[src/rtl/pwm_carrier_event_gen.sv]
// Triangle PWM carrier generator with peak/valley pulses and a mode-selected event qualifier.
// Latency: carrier and peak/valley/shadow_load are registered (1 clk); event_qualifier is combinational from them.
// Backpressure: none; free-running when enabled, parked at 0 when disabled.
//
// Ports:
//   clk_i, rst_i          clock, asynchronous active-high reset
//   enable_i              1 = carrier runs, 0 = carrier parked at 0 counting up
//   carrier_max_i         requested peak value, shadowed (values below 2 are treated as 2)
//   carrier_div_i         requested prescale, carrier steps every (div+1) clks, shadowed
//   event_mode_i          bit0 qualifies valleys, bit1 qualifies peaks
//   sync_i                restart carrier at 0 counting up (ignored while disabled)
//   carrier_o             current carrier count
//   carrier_dir_o         1 = counting up, 0 = counting down
//   peak_o / valley_o     1-clk pulses coinciding with carrier showing max / 0
//   event_qualifier_o     (peak & mode[1]) | (valley & mode[0])
//   shadow_load_o         1-clk pulse the cycle after the shadow max/div registers reload
module pwm_carrier_event_gen #(
    parameter int CNT_W = 16,
    parameter int DIV_W = 8
) (
    input  logic             clk_i,
    input  logic             rst_i,
    input  logic             enable_i,
    input  logic [CNT_W-1:0] carrier_max_i,
    input  logic [DIV_W-1:0] carrier_div_i,
    input  logic [1:0]       event_mode_i,
    input  logic             sync_i,
    output logic [CNT_W-1:0] carrier_o,
    output logic             carrier_dir_o,
    output logic             peak_o,
    output logic             valley_o,
    output logic             event_qualifier_o,
    output logic             shadow_load_o
);

    localparam logic [CNT_W-1:0] MAX_FLOOR = CNT_W'(2);

    logic [CNT_W-1:0] carrier_q, carrier_d;
    logic             dir_q, dir_d;
    logic [DIV_W-1:0] presc_q, presc_d;
    logic [CNT_W-1:0] max_sh_q, max_sh_d;
    logic [DIV_W-1:0] div_sh_q, div_sh_d;
    logic             peak_q, peak_d;
    logic             valley_q, valley_d;
    logic             shadow_load_q, shadow_load_d;
    logic             enable_q;

    logic             en_rise;
    logic             sync_go;
    logic [DIV_W-1:0] div_eff;
    logic             tick;
    logic [CNT_W-1:0] car_up;
    logic [CNT_W-1:0] car_dn;
    logic             valley_tick;
    logic             load;
    logic [CNT_W-1:0] max_clamped;

    assign en_rise     = enable_i & ~enable_q;
    assign sync_go     = enable_i & sync_i;
    // On the enable rising edge the freshly requested divider already governs
    // the first prescale interval, so the first step lands div+1 clks later.
    assign div_eff     = en_rise ? carrier_div_i : div_sh_q;
    // A sync restart takes priority over a coincident step.
    assign tick        = enable_i & ~sync_go & (presc_q == div_eff);
    assign car_up      = carrier_q + CNT_W'(1);
    assign car_dn      = carrier_q - CNT_W'(1);
    assign valley_tick = tick & ~dir_q & (car_dn == '0);
    // Shadows only change at a period boundary, so a running half-cycle
    // always completes with the max/div it started with.
    assign load        = en_rise | sync_go | valley_tick;
    assign max_clamped = (carrier_max_i < MAX_FLOOR) ? MAX_FLOOR : carrier_max_i;

    always_comb begin
        carrier_d     = carrier_q;
        dir_d         = dir_q;
        presc_d       = presc_q;
        max_sh_d      = max_sh_q;
        div_sh_d      = div_sh_q;
        peak_d        = 1'b0;
        valley_d      = 1'b0;
        shadow_load_d = load;

        if (!enable_i || sync_go) begin
            carrier_d = '0;
            dir_d     = 1'b1;
            presc_d   = '0;
        end else if (tick) begin
            presc_d = '0;
            if (dir_q) begin
                carrier_d = car_up;
                if (car_up == max_sh_q) begin
                    dir_d  = 1'b0;
                    peak_d = 1'b1;
                end
            end else begin
                carrier_d = car_dn;
                if (car_dn == '0) begin
                    dir_d    = 1'b1;
                    valley_d = 1'b1;
                end
            end
        end else begin
            presc_d = presc_q + DIV_W'(1);
        end

        if (load) begin
            max_sh_d = max_clamped;
            div_sh_d = carrier_div_i;
        end
    end

    always_ff @(posedge clk_i or posedge rst_i) begin
        if (rst_i) begin
            carrier_q     <= '0;
            dir_q         <= 1'b1;
            presc_q       <= '0;
            max_sh_q      <= MAX_FLOOR;
            div_sh_q      <= '0;
            peak_q        <= 1'b0;
            valley_q      <= 1'b0;
            shadow_load_q <= 1'b0;
            enable_q      <= 1'b0;
        end else begin
            carrier_q     <= carrier_d;
            dir_q         <= dir_d;
            presc_q       <= presc_d;
            max_sh_q      <= max_sh_d;
            div_sh_q      <= div_sh_d;
            peak_q        <= peak_d;
            valley_q      <= valley_d;
            shadow_load_q <= shadow_load_d;
            enable_q      <= enable_i;
        end
    end

    assign carrier_o         = carrier_q;
    assign carrier_dir_o     = dir_q;
    assign peak_o            = peak_q;
    assign valley_o          = valley_q;
    assign event_qualifier_o = (peak_q & event_mode_i[1]) | (valley_q & event_mode_i[0]);
    assign shadow_load_o     = shadow_load_q;

endmodule

[config.mk]
export PLATFORM = sky130hd
export DESIGN_NAME = pwm_carrier_event_gen
export DESIGN_NICKNAME = d
export VERILOG_FILES = /design/src/rtl/pwm_carrier_event_gen.sv
export SDC_FILE = /design/constraint.sdc
export NUM_CORES = 1
export LEC_CHECK = 0
export CAP_MARGIN = 15
export CORE_ASPECT_RATIO = 1.1
export CORE_MARGIN = 3
export CORE_UTILIZATION = 46
export DETAILED_ROUTE_END_ITERATION = 16
export GPL_TIMING_DRIVEN = 1
export PLACE_DENSITY = 0.69
export REMOVE_ABC_BUFFERS = 1
export SETUP_SLACK_MARGIN = 0.02
export SLEW_MARGIN = 40
export SYNTH_ARGS = -nofsm -noshare
export SYNTH_HDL_FRONTEND = slang
export SYNTH_SLANG_ARGS = --single-unit
[constraint.sdc]
create_clock -name clk_i -period 9.3 [get_ports clk_i]
set_clock_uncertainty 0.2 [all_clocks]
set_input_delay 0.93 -clock clk_i [delete_from_list [all_inputs] [get_ports clk_i]]
set_output_delay 0.93 -clock clk_i [all_outputs]
set_load 0.005 [all_outputs]
Word level (Yosys, flattened, before mapping) --
Index checks and enable logic that the tools add are counted.
Operators by class: add/sub/neg operators 3, multiply operators 0, divide/modulo/power cells 0, magnitude comparators 1, equal/unequal tests 2, shift-type cells 0, muxes and demuxes 19, bitwise gates (word level) 14, reductions and logical operators 4
Operator list (number):
- $mux W16 | 4
- $mux W8 | 3
- $add A16 B1 Y16 const B | 1
- $eq A16 B16 Y1 | 1
- $logic_not A16 Y1 | 1
- $lt A16 B2 Y1 const B | 1
- $sub A16 B1 Y16 const B | 1
- $mux W1 | 12
- $add A8 B1 Y8 const B | 1
- $and A1 B1 Y1 | 8
- $eq A8 B8 Y1 | 1
- $not A1 Y1 | 3
- $or A1 B1 Y1 | 3
- $reduce_bool A2 Y1 | 1
- $logic_not A1 Y1 | 1
- $logic_or A1 B1 Y1 | 1
Storage, ports and cells: register bits after elaboration 53, bits in latches 0, memory bits (writable) 0, bits in read-only memories 0, input bits 30, output and inout bits 21, logic and storage cells 52, memories kept 0

Depth between registers and ports, before layout --
Gate-level depths: netlist of the first run.
depth in word-level cells 8, mapped depth 11

Worst setup path before layout of the first run --
Ideal clock, no wire load.
path type flip-flop to flip-flop, start register carrier_q[0] (netlist: carrier_o[0]), end register div_sh_q[4], arrival 2696 ps, required time 8975 ps, path slack 6279 ps, stages on the path, launching flop included 12, path buffers 2, path through dfrtp_1 -> clkbuf_1 -> inv_1 -> ha_1 -> or4b_2 -> nor2_1 -> nand4_1 -> nand3_1 -> and4_4 -> o21ai_4 -> buf_6 -> mux2_4
On the way: longest elaborated chain between the ends 4
RTL lines:
- start, declared | RTL line 38 | logic [CNT_W-1:0] carrier_q, carrier_d;
- start signal, assigned | RTL line 124 | carrier_q <= carrier_d;
- $sub A16 B1 Y16 | RTL line 66 | assign car_dn = carrier_q - CNT_W'(1);
- $logic_not A16 Y1 | RTL line 67 | assign valley_tick = tick & ~dir_q & (car_dn == '0);
- $and A1 B1 Y1 | RTL line 67
- $or A1 B1 Y1 | RTL line 70 | assign load = en_rise | sync_go | valley_tick;
- end signal, assigned | RTL line 128 | div_sh_q <= div_sh_d;
- end, declared | RTL line 42 | logic [DIV_W-1:0] div_sh_q, div_sh_d;
Every way passes these cells. A chain may end at the register's enable or synchronous reset.

Worst setup path in the final report of the first run --
start input port enable_i, end register max_sh_q[2]
On the way: longest elaborated chain between the ends 7, elaborated cells between the ends (all ways) 11, classes of those cells eq/ne: 1; mux: 1; bitwise: 9
RTL lines:
- start, declared | RTL line 23 | input logic enable_i,
- $and A1 B1 Y1, on equally long branches | RTL line 58, 59
- $mux W8 / $not A1 Y1 (equally long branches) | RTL line 62, 64
- $eq A8 B8 Y1 / $and A1 B1 Y1 (equally long branches) | RTL line 64 | assign tick = enable_i & ~sync_go & (presc_q == div_eff);
- $and A1 B1 Y1 | RTL line 64
- $and A1 B1 Y1 (2 in a row) | RTL line 67
- $or A1 B1 Y1 (*) | RTL line 70
- end signal, assigned | RTL line 127 | max_sh_q <= max_sh_d;
- end, declared | RTL line 41 | logic [CNT_W-1:0] max_sh_q, max_sh_d;
Every way passes the cells marked *; elsewhere a longest branch is shown, timed or not.

==> qor.txt, run 1 <==
Total Power = 509 uW
Post-synth top area share = 35.9%
Critical path fanouts, max = 16
Final period util = 43.3%
# DRC = 0
Post-DP HPWL = 6460 um
Top Ports = 51
CP required = 9310 ps
Pin count of the biggest net entering global routing = 54
Met1 usage = 27.6%
Total Routing Usage GR = 21.0%
Area growth syn-to-layout = 19.3%
Routed Antenna Nets = 0
Syn Inst Count = 383
Post-layout nets = 455
Worst Setup Path Type = in -> reg
Area leader, netlist = dfrtp_1
RSZ-0062 raised after global routing = no
Die W = 89.9 um
Row count = 33
Max-cap violations = 0
Ys async rst share = 100%
Worst setup margin = 5270 ps
Clock latency on the worst-skew pair = 310 ps
Mapped Area = 3560 um^2
Vias per cell = 5.86
Met2 Use GR = 35.6%
Antenna cells = 0
Met3 Resource Use GR = 3.85%
Die area = 8830 um^2
Clk buf depth = 2
Crit path DAT = 4030 ps
Number of global-route vias before repair = 3039
Yosys cell types = 60
Clock slew at reported path FFs = 110 ps
Place WS = 4950 ps
Post-CTS Repair Setup Buffers = 0
Hold Buf Count CTS = 0
Starting Density = 47.6%
Setup crit end kind = flip-flop
Worst R2R Path Depth = 9
Seq/Total Area, Yosys = 37.3%
DP Cell Count = 519
Fin util = 56.8%
Setup TNS = 0 ps
Actual slew at the worst max-slew pin = 754 ps
Hold depth = 1
Most frequent cell after synthesis = dfrtp_1
Total CTS buffers = 5
Synth Register Bits = 53
Die Height = 98.3 um
EDFF count, synth = 0
Syn_area_per_cell = 9.29 um^2
Worst IR Drop VDD = 61.4 uV
Max incr delay on CP = 660 ps
Crit-path cells = clkdlybuf4s50_1, and2b_1, nand3_1, a2111o_1, a211oi_4, and4_4, o21ai_4, buf_8, mux2_4
Initial antenna violation count = 0
Minimum clock period = 4030 ps
Fin area = 4250 um^2
Ys flop type = dfrtp_1
Top cells by count, synth = dfrtp_1 (51), nor2_1 (40), nand3_1 (32), xor2_1 (25), xnor2_1 (20)
CP startpoint kind = input pin
Placer Congestion = 0.923
Post-CTS sizing = 0
Core ar. = 7470 um^2
CTS tree = yes
CTS root buf = clkbuf_8
Max_slew headroom = 49.7%
Post-Route WL = 9000 um
TritonRoute pass-1 iters = 5
Final slew viol count = 0
Outcome = finished, final reports clean
Slowest CP cell = clkdlybuf4s50_1
Sink count of the clock tree = 53
First-pass GRT wire length = 15200 um
Hold_ws = 326 ps
GR peak layer = met2
Total number of vias = 3089
Port Buf Inserts = 50
Leakage power = 1.67 nW
Final setup violating endpoints = 0
Peak Freq = 0.248 GHz
Layout cells sized above 1 = 11.6%
H-tree depth = 2
Largest cells by area after synthesis = dfrtp_1 (36%), xor2_1 (6.2%), mux2_2 (5.4%)
HP Class = reg -> reg
Pwr dens = 120 nW/um^2
Final Hold Viols = 0
Dpl cell area = 4130 um^2
DR WL/cell = 17.1 um
Global route total overflow = 0
Initial DRC count = 337
Final non-filler cell total = 527
Warnings from Yosys = 0
-- critical path: cells and delay by family --
family | cells | cell delay [ps]
simple gates | 3 | 800
compound gates | 3 | 1120
mux | 1 | 300
buf+inv | 2 | 870
-- cells by family (layout without fill, tap and decap cells) --
group | after synthesis | after routing | synth area share, %
AND/OR/NAND/NOR | 169 | 169 | 25.9
flip-flops | 53 | 53 | 37.3
AO/OA/AOI/OAI | 51 | 51 | 10.7
XOR/XNOR | 45 | 45 | 11.1
buffers and inverters | 33 | 72 | 4.04
multiplexers | 28 | 28 | 9.60
adder cells (fa/ha/maj) | 4 | 4 | 1.41
-- cell usage in the layout (no fill, tap or decap), drive strengths merged, types with 4 or more instances in the layout --
| master | instances |
|---|---|
| mux2 | 25 |
| nand2b | 13 |
| inv | 12 |
| nand2 | 19 |
| and3 | 4 |
| o21ai | 16 |
| xor2 | 25 |
| xnor2 | 20 |
| nor2 | 40 |
| and4 | 4 |
| nor4 | 8 |
| nor2b | 7 |
| nor3 | 9 |
| nand4 | 9 |
| clkdlybuf4s50 | 50 |
| o211ai | 5 |
| a31oi | 4 |
| or4 | 4 |
| dfrtp | 51 |
| nand3 | 32 |
| clkbuf | 6 |
| ha | 4 |
-- cell type report --
cell class / instances / area (um^2)
Sequential cell: 53 / 1330
Inverter: 12 / 45.0
Tap cell: 105 / 131
Timing Repair Buffer: 52 / 523
Clock inverter: 2 / 37.5
Fill cell: 653 / 3230
Multi-Input combinational cell: 297 / 2100
Clock buffer: 6 / 82.6
-- flip-flops by register name, summed over array words and instances, names as in the netlist --
| signal | count |
|---|---|
| carrier_dir_o | 1 |
| carrier_o | 16 |
| div_sh_q | 8 |
| enable_q | 1 |
| max_sh_q | 16 |
| peak_o | 1 |
| presc_q | 8 |
| shadow_load_o | 1 |
| valley_o | 1 |
-- metal layers --
metal	vias to the layer above	share of wire, %
met3	12	6.5
met4	0	1.5
met5	-	0
li1	1443	-
met2	143	49
met1	1491	43
-- power breakdown --
part           leakage (nW)  switching (mW)  internal, mW
registers             0.676          0.0133         0.246
clock network        0.0574          0.0801        0.0877
logic                 0.940          0.0374        0.0448
-- path summary, 6_finish.rpt --
kind,start,end,slack [ps]
hold reg to reg,div_sh_q[5],div_sh_q[5],330
min in group asynchronous,rst_i,shadow_load_o,910
setup reg to reg,carrier_o[0],max_sh_q[2],5820
max in group asynchronous,rst_i,presc_q[1],7530
setup / recovery,enable_i,max_sh_q[2],5270
hold / removal,div_sh_q[5],div_sh_q[5],330
Note: power is estimated with default switching activity, not from simulation.
==> run 2, diff against run 1 <==
==> constraint.sdc (replaced) <==
create_clock -name clk_i -period 4.1 [get_ports clk_i]
set_clock_uncertainty 0.2 [all_clocks]
set_input_delay 0.41 -clock clk_i [delete_from_list [all_inputs] [get_ports clk_i]]
set_output_delay 0.41 -clock clk_i [all_outputs]
set_load 0.005 [all_outputs]
==> run 2 against run 1 <==
Effect of this change:
- first-iteration DRC count decreased by 25%
- sequential share of layout area increased by 0.055 points
- worst setup slack got worse by 4600 ps
- final cell count increased by 0.76%
- cell area decreased by 0.18%
- critical path type is now reg -> reg
==> qor.txt, run 2 (synthesis gave the netlist of run 1 again) <==
Initial DRC count = 253 (-25%)
Hold_ws = 332 ps (+6.01 ps)
Area growth syn-to-layout = 19.1%
Row count = 33 (unchanged)
Final setup violating endpoints = 0 (unchanged)
Largest delay share family, worst path = simple AND/OR/NAND/NOR gates
Antenna cells = 0 (unchanged)
DR WL/cell = 17.2 um (+0.55%)
Hold Buf Count CTS = 0 (unchanged)
Total Routing Usage GR = 21.1% (+0.10 points)
Max-cap violations = 0 (unchanged)
Outcome = finished, final reports clean
Leakage power = 1.68 nW (+0.52%)
Post-CTS Repair Setup Buffers = 0 (unchanged)
Clock latency on the worst-skew pair = 320 ps (about the same)
# DRC = 0 (unchanged)
Crit-path cells = inv_1, ha_1, or4b_2, nor2_1, nand4_1, nand3_1, and4_4, o21ai_4, buf_4, mux2_4
Post-Route WL = 9120 um (+1.3%)
Hold Crit Start = div_sh_q[5]
Layout cells sized above 1 = 12.4% (+0.83 points)
CP required = 4110 ps (-5200 ps)
Core ar. = 7470 um^2 (unchanged)
Die W = 89.9 um (unchanged)
Worst R2R Path Depth = 10 (+1)
Final period util = 82.7%
Worst setup margin = 708 ps (-4570 ps)
Port Buf Inserts = 50 (unchanged)
Fin area = 4240 um^2 (-0.18%)
Met1 usage = 26.8% (-0.87 points)
Met2 Use GR = 36.3% (+0.69 points)
GR peak layer = met2
Worst IR Drop VDD = 161 uV (+160%)
Slowest CP cell = or4b_2
Critical Path Stages = 10 (+1)
Sink count of the clock tree = 53 (unchanged)
Max_slew headroom = 53.5% (+3.8 points)
Met3 Resource Use GR = 3.54% (-0.31 points)
Most frequent cells in the layout = dfrtp_1 (51), clkdlybuf4s50_1 (50), nor2_1 (40)
Initial antenna violation count = 0 (unchanged)
TritonRoute pass-1 iters = 5 (unchanged)
Clock slew at reported path FFs = 110 ps (about the same)
Number of global-route vias before repair = 3057 (+0.59%)
Total number of vias = 3095 (+0.19%)
Die Height = 98.3 um (unchanged)
Total Power = 1.10 mW (+120%)
Max incr delay on CP = 690 ps (+30 ps)
Placer Congestion = 0.894 (-3.1%)
RSZ-0062 raised after global routing = no
Pin count of the biggest net entering global routing = 54 (unchanged)
Routed Antenna Nets = 0 (unchanged)
Hold depth = 1 (unchanged)
Peak Freq = 0.295 GHz
Critical path buffer and inverter count = 2 (unchanged)
Place WS = 672 ps (-4280 ps)
Critical path fanouts, max = 25 (+9)
Setup crit end kind = flip-flop
Vias per cell = 5.83 (-0.56%)
Total CTS buffers = 5 (unchanged)
Dpl cell area = 4140 um^2 (+0.33%)
Die area = 8830 um^2 (unchanged)
Worst Setup Path Type = reg -> reg
HP Class = reg -> reg
Starting Density = 47.6% (unchanged)
Post-DP HPWL = 6600 um (+2.2%)
CTS root buf = clkbuf_8
Actual slew at the worst max-slew pin = 697 ps (-57.3 ps)
Top Ports = 51 (unchanged)
Reg area = 1330 um^2 (unchanged)
R2r endpoint = max_sh_q[4]
CP startpoint kind = flip-flop
Clk buf depth = 2 (unchanged)
H-tree depth = 2 (unchanged)
Hold EP = div_sh_q[5]
Minimum clock period = 3390 ps
Post-CTS sizing = 0 (unchanged)
CTS tree = yes
Pwr dens = 259 nW/um^2 (+120%)
First-pass GRT wire length = 15300 um (+0.13%)
Global route total overflow = 0 (unchanged)
Final slew viol count = 0 (unchanged)
R2r startpoint = carrier_o[0]
Commonest non-fill, non-tap cell in the layout = dfrtp_1
Final Hold Viols = 0 (unchanged)
Setup TNS = 0 ps (unchanged)
Post-layout nets = 459 (+0.88%)
Area of the multi-input gates = 2090 um^2 (-0.54%)
Setup slack, reg-to-reg = 710 ps (-5110 ps)
Fill cell count = 687 (+5.2%)
Crit path DAT = 3400 ps (-630 ps)
==> run 2: cell count changes in the layout (fill, tap and decap cells not counted), sizes merged <==
cell	before	now
buf	2	6
bufinv	1	0
inv	12	13
==> run 2: area by class of cell <==
cell class,instances,area share (%)
Clock inverter,2,0.384
Clock buffer,6,1.95
Multi-Input combinational cell,297,49.2
Timing Repair Buffer,56,12.9
Sequential cell,53,31.3
Tap cell,105,3.10
Inverter,12,1.12
==> run 2: worst reg2reg max path: stages, from the launching register on <==
cell and delay (ps):
dfrtp_1 550, inv_1 180, ha_1 360, or4b_2 690, nor2_1 150, nand4_1 110
nand3_1 150, and4_4 240, o21ai_4 50, buf_4 260, mux2_4 360
==> run 2: layer usage <==
layer / up-vias / part of all wire (%)
met5: - / 0
met4: 0 / 2.7
met3: 23 / 5.7
met2: 121 / 49
met1: 1502 / 43
li1: 1449 / -
==> run 2: stage by stage <==
step                      utilization (%)  instances
final                                56.7        531
after global routing                 56.7        531
after CTS                            56.7        531
after detailed placement             55.4        523
after global placement               55.4        523
after floorplan                         -        362
==> run 2: power breakdown <==
part           total, mW  switching (mW)  internal (mW)
clock network      0.328           0.188          0.140
registers          0.587          0.0301          0.557
logic              0.182          0.0811          0.101
==> run 2: worst max-delay path by stage <==
stage,startpoint,to
after floorplan,carrier_o[5],div_sh_q[0]
after global placement,enable_i,peak_o
after detailed placement,enable_i,peak_o
after CTS,carrier_o[0],max_sh_q[4]
after global routing,carrier_o[0],max_sh_q[4]
final,carrier_o[0],max_sh_q[4]
==> run 3, diff against run 2 <==
--- a/config.mk
+++ b/config.mk
@@ -11,7 +11,7 @@
 export CORE_UTILIZATION = 46
 export DETAILED_ROUTE_END_ITERATION = 16
 export GPL_TIMING_DRIVEN = 1
-export PLACE_DENSITY = 0.69
+export PLACE_DENSITY = 0.72
 export REMOVE_ABC_BUFFERS = 1
 export SETUP_SLACK_MARGIN = 0.02
 export SLEW_MARGIN = 40
==> constraint.sdc (replaced) <==
create_clock -name clk_i -period 3.1 [get_ports clk_i]
set_clock_uncertainty 0.2 [all_clocks]
set_input_delay 0.31 -clock clk_i [delete_from_list [all_inputs] [get_ports clk_i]]
set_output_delay 0.31 -clock clk_i [all_outputs]
set_load 0.005 [all_outputs]
==> run 3 against run 2 <==
Effect of this change:
- utilization increased by 4.6 points
- largest cell class unchanged
- clock power grew 30%
- sequential power is 32% higher
- sequential cell count did not move
- sequential share of layout area down 2.4 points
- worst setup slack lost 640 ps
- die area unchanged
==> qor.txt, run 3 (synthesis gave the netlist of run 1 again) <==
Starting Density = 47.6% (unchanged)
Post-Route WL = 9750 um (+6.9%)
Total CTS buffers = 5 (unchanged)
Antenna cells = 0 (unchanged)
TritonRoute pass-1 iters = 6 (+1)
Final period util = 97.9% (+15 points)
Post-layout nets = 503 (+9.6%)
Switch Pwr = 398 uW (+33%)
Area growth syn-to-layout = 28.8%
Row count = 33 (unchanged)
Sw Ratio = 27.3% (about the same)
Actual slew at the worst max-slew pin = 730 ps (+33.2 ps)
Die W = 89.9 um (unchanged)
Port Buf Inserts = 50 (unchanged)
Minimum clock period = 3030 ps (-357 ps)
Worst IR Drop VDD = 186 uV (+16%)
Die Height = 98.3 um (unchanged)
Pin count of the biggest net entering global routing = 54 (unchanged)
Worst Setup Path Type = reg -> reg
Combinational power share = 17.7% (+1.1 points)
# DRC = 0 (unchanged)
Vias per cell = 5.69 (-2.5%)
CTS tree = yes
Placer Congestion = 0.960 (+7.3%)
DR WL/cell = 16.9 um (-1.3%)
Post-DP HPWL = 6930 um (+4.9%)
Final Hold Viols = 0 (unchanged)
Sink count of the clock tree = 53 (unchanged)
First-pass GRT wire length = 15500 um (+1.7%)
Setup crit end kind = flip-flop
Total number of vias = 3269 (+5.6%)
Max_slew headroom = 51.3% (-2.2 points)
Top Ports = 51 (unchanged)
Initial DRC count = 200 (-21%)
Fin util = 61.3% (+4.6 points)
Crit path DAT = 3050 ps (-350 ps)
HP Class = in -> async
Routed Antenna Nets = 0 (unchanged)
Layout cells sized above 1 = 20.9% (+8.4 points)
Place WS = -103 ps (-775 ps)
Worst setup margin = 65.4 ps (-643 ps)
CTS root buf = clkbuf_8
Number of global-route vias before repair = 3112 (+1.8%)
Outcome = finished, final reports clean
Clock latency on the worst-skew pair = 310 ps (about the same)
CP required = 3110 ps (-1000 ps)
Die area = 8830 um^2 (unchanged)
Sequential share of power = 53.2% (-0.3 points)
Total Routing Usage GR = 21.5% (+0.34 points)
CP startpoint kind = flip-flop
Leakage power = 1.90 nW (+13%)
Final setup violating endpoints = 0 (unchanged)
Fill cell count = 676 (-1.6%)
Most frequent cells in the layout = dfrtp_1 (51), clkdlybuf4s50_1 (50), buf_4 (47)
Final slew viol count = 0 (unchanged)
Initial antenna violation count = 0 (unchanged)
Max-cap violations = 0 (unchanged)
Clk network pwr share = 29.1% (-0.8 points)
Critical path fanouts, max = 6 (-76%)
Clk buf depth = 2 (unchanged)
Peak Freq = 0.330 GHz (+12%)
Hold Buf Count CTS = 0 (unchanged)
H-tree depth = 2 (unchanged)
Commonest non-fill, non-tap cell in the layout = dfrtp_1
Global route total overflow = 0 (unchanged)
Core ar. = 7470 um^2 (unchanged)
Clock slew at reported path FFs = 110 ps (about the same)
RSZ-0062 raised after global routing = yes
Pwr dens = 319 nW/um^2 (+23%)
Internal = 1.06 mW (+33%)
## run 3: changes by cell type in the layout (fill, tap and decap cells not counted)
cell       previous run  this run
o21ai_2               0         2
a2111oi_0             1         0
inv_2                 0         1
or4b_1                2         1
or4b_4                0         1
buf_4                 6        47
inv_4                 1         0
a2111oi_1             0         1
o21ai_4               1         2
## run 3: worst max-delay path: stages (launching register included)
cell and delay, ps:
dfrtp_1 400, inv_1 80, ha_1 200, or4b_4 500, nor3_1 130, o21ai_0 120
a2111oi_1 300, buf_4 180, and4_4 320, o21ai_2 170, mux2_4 340
## run 3: metal layers
layer  GRT usage [%]  up-vias  share of wire, %  routed length, um
li1                -     1555                 -                  -
met5               0        -                 0                  0
met4            5.30        0               1.3                128
met3            3.62       13               4.8                471
met1            27.8     1594                44               4260
met2            37.5      107                50               4890
## run 3: final timing paths
kind | slack (ps) | cells after the start | end | start
min | 290 | 3 | shadow_load_o | rst_i
max in group asynchronous | 1950 | 3 | carrier_o[2] | rst_i
max | 70 | 10 | div_sh_q[6] | carrier_o[1]
max reg2reg | 70 | 10 | div_sh_q[6] | carrier_o[1]
min in group clk_i | 330 | 1 | div_sh_q[5] | div_sh_q[5]
min reg2reg | 330 | 1 | div_sh_q[5] | div_sh_q[5]
## run 3: timing repair
action                                  CTS  global route
pin swaps                                 1             2
buffers inserted                          0             1
cloned                                    1             2
endpoints found under the setup margin   24            24
gates resized for setup                   1             2
## run 3: metrics by stage
| stage | hold WS, ps | area (um^2) | setup TNS [ps] | power (mW) | cells |
|---|---|---|---|---|---|
| after floorplan | 141 | 3460 | -1170 | 0.937 | 362 |
| after global placement | 301 | 4440 | -908 | 1.03 | 563 |
| after detailed placement | 307 | 4440 | -1650 | 1.04 | 563 |
| after global routing | 345 | 4580 | -87.5 | 1.52 | 575 |
| final | 292 | 4580 | 0 | 1.46 | 575 |
| after CTS | 316 | 4550 | 0 | 1.47 | 572 |
## run 3: cell type report
type                    count  area (um^2)  area share, %
multi-input cells         300         2130           46.4
flip-flops and latches     53         1330           29.0
repair buffers             97          853           18.6
well taps                 105          131           2.87
clock buffers               6         82.6           1.80
inverters                  12         45.0          0.983
clock inverters             2         16.3          0.355
## run 3: power groups by stage
stage	Combinational, mW	Sequential [mW]	Clock [mW]
6_report	0.259	0.777	0.425
5_1_grt	0.282	0.782	0.457
4_1_cts	0.254	0.777	0.436
3_5_place_dp	0.249	0.789	0
3_3_place_gp	0.242	0.788	0
2_1_floorplan	0.162	0.775	0
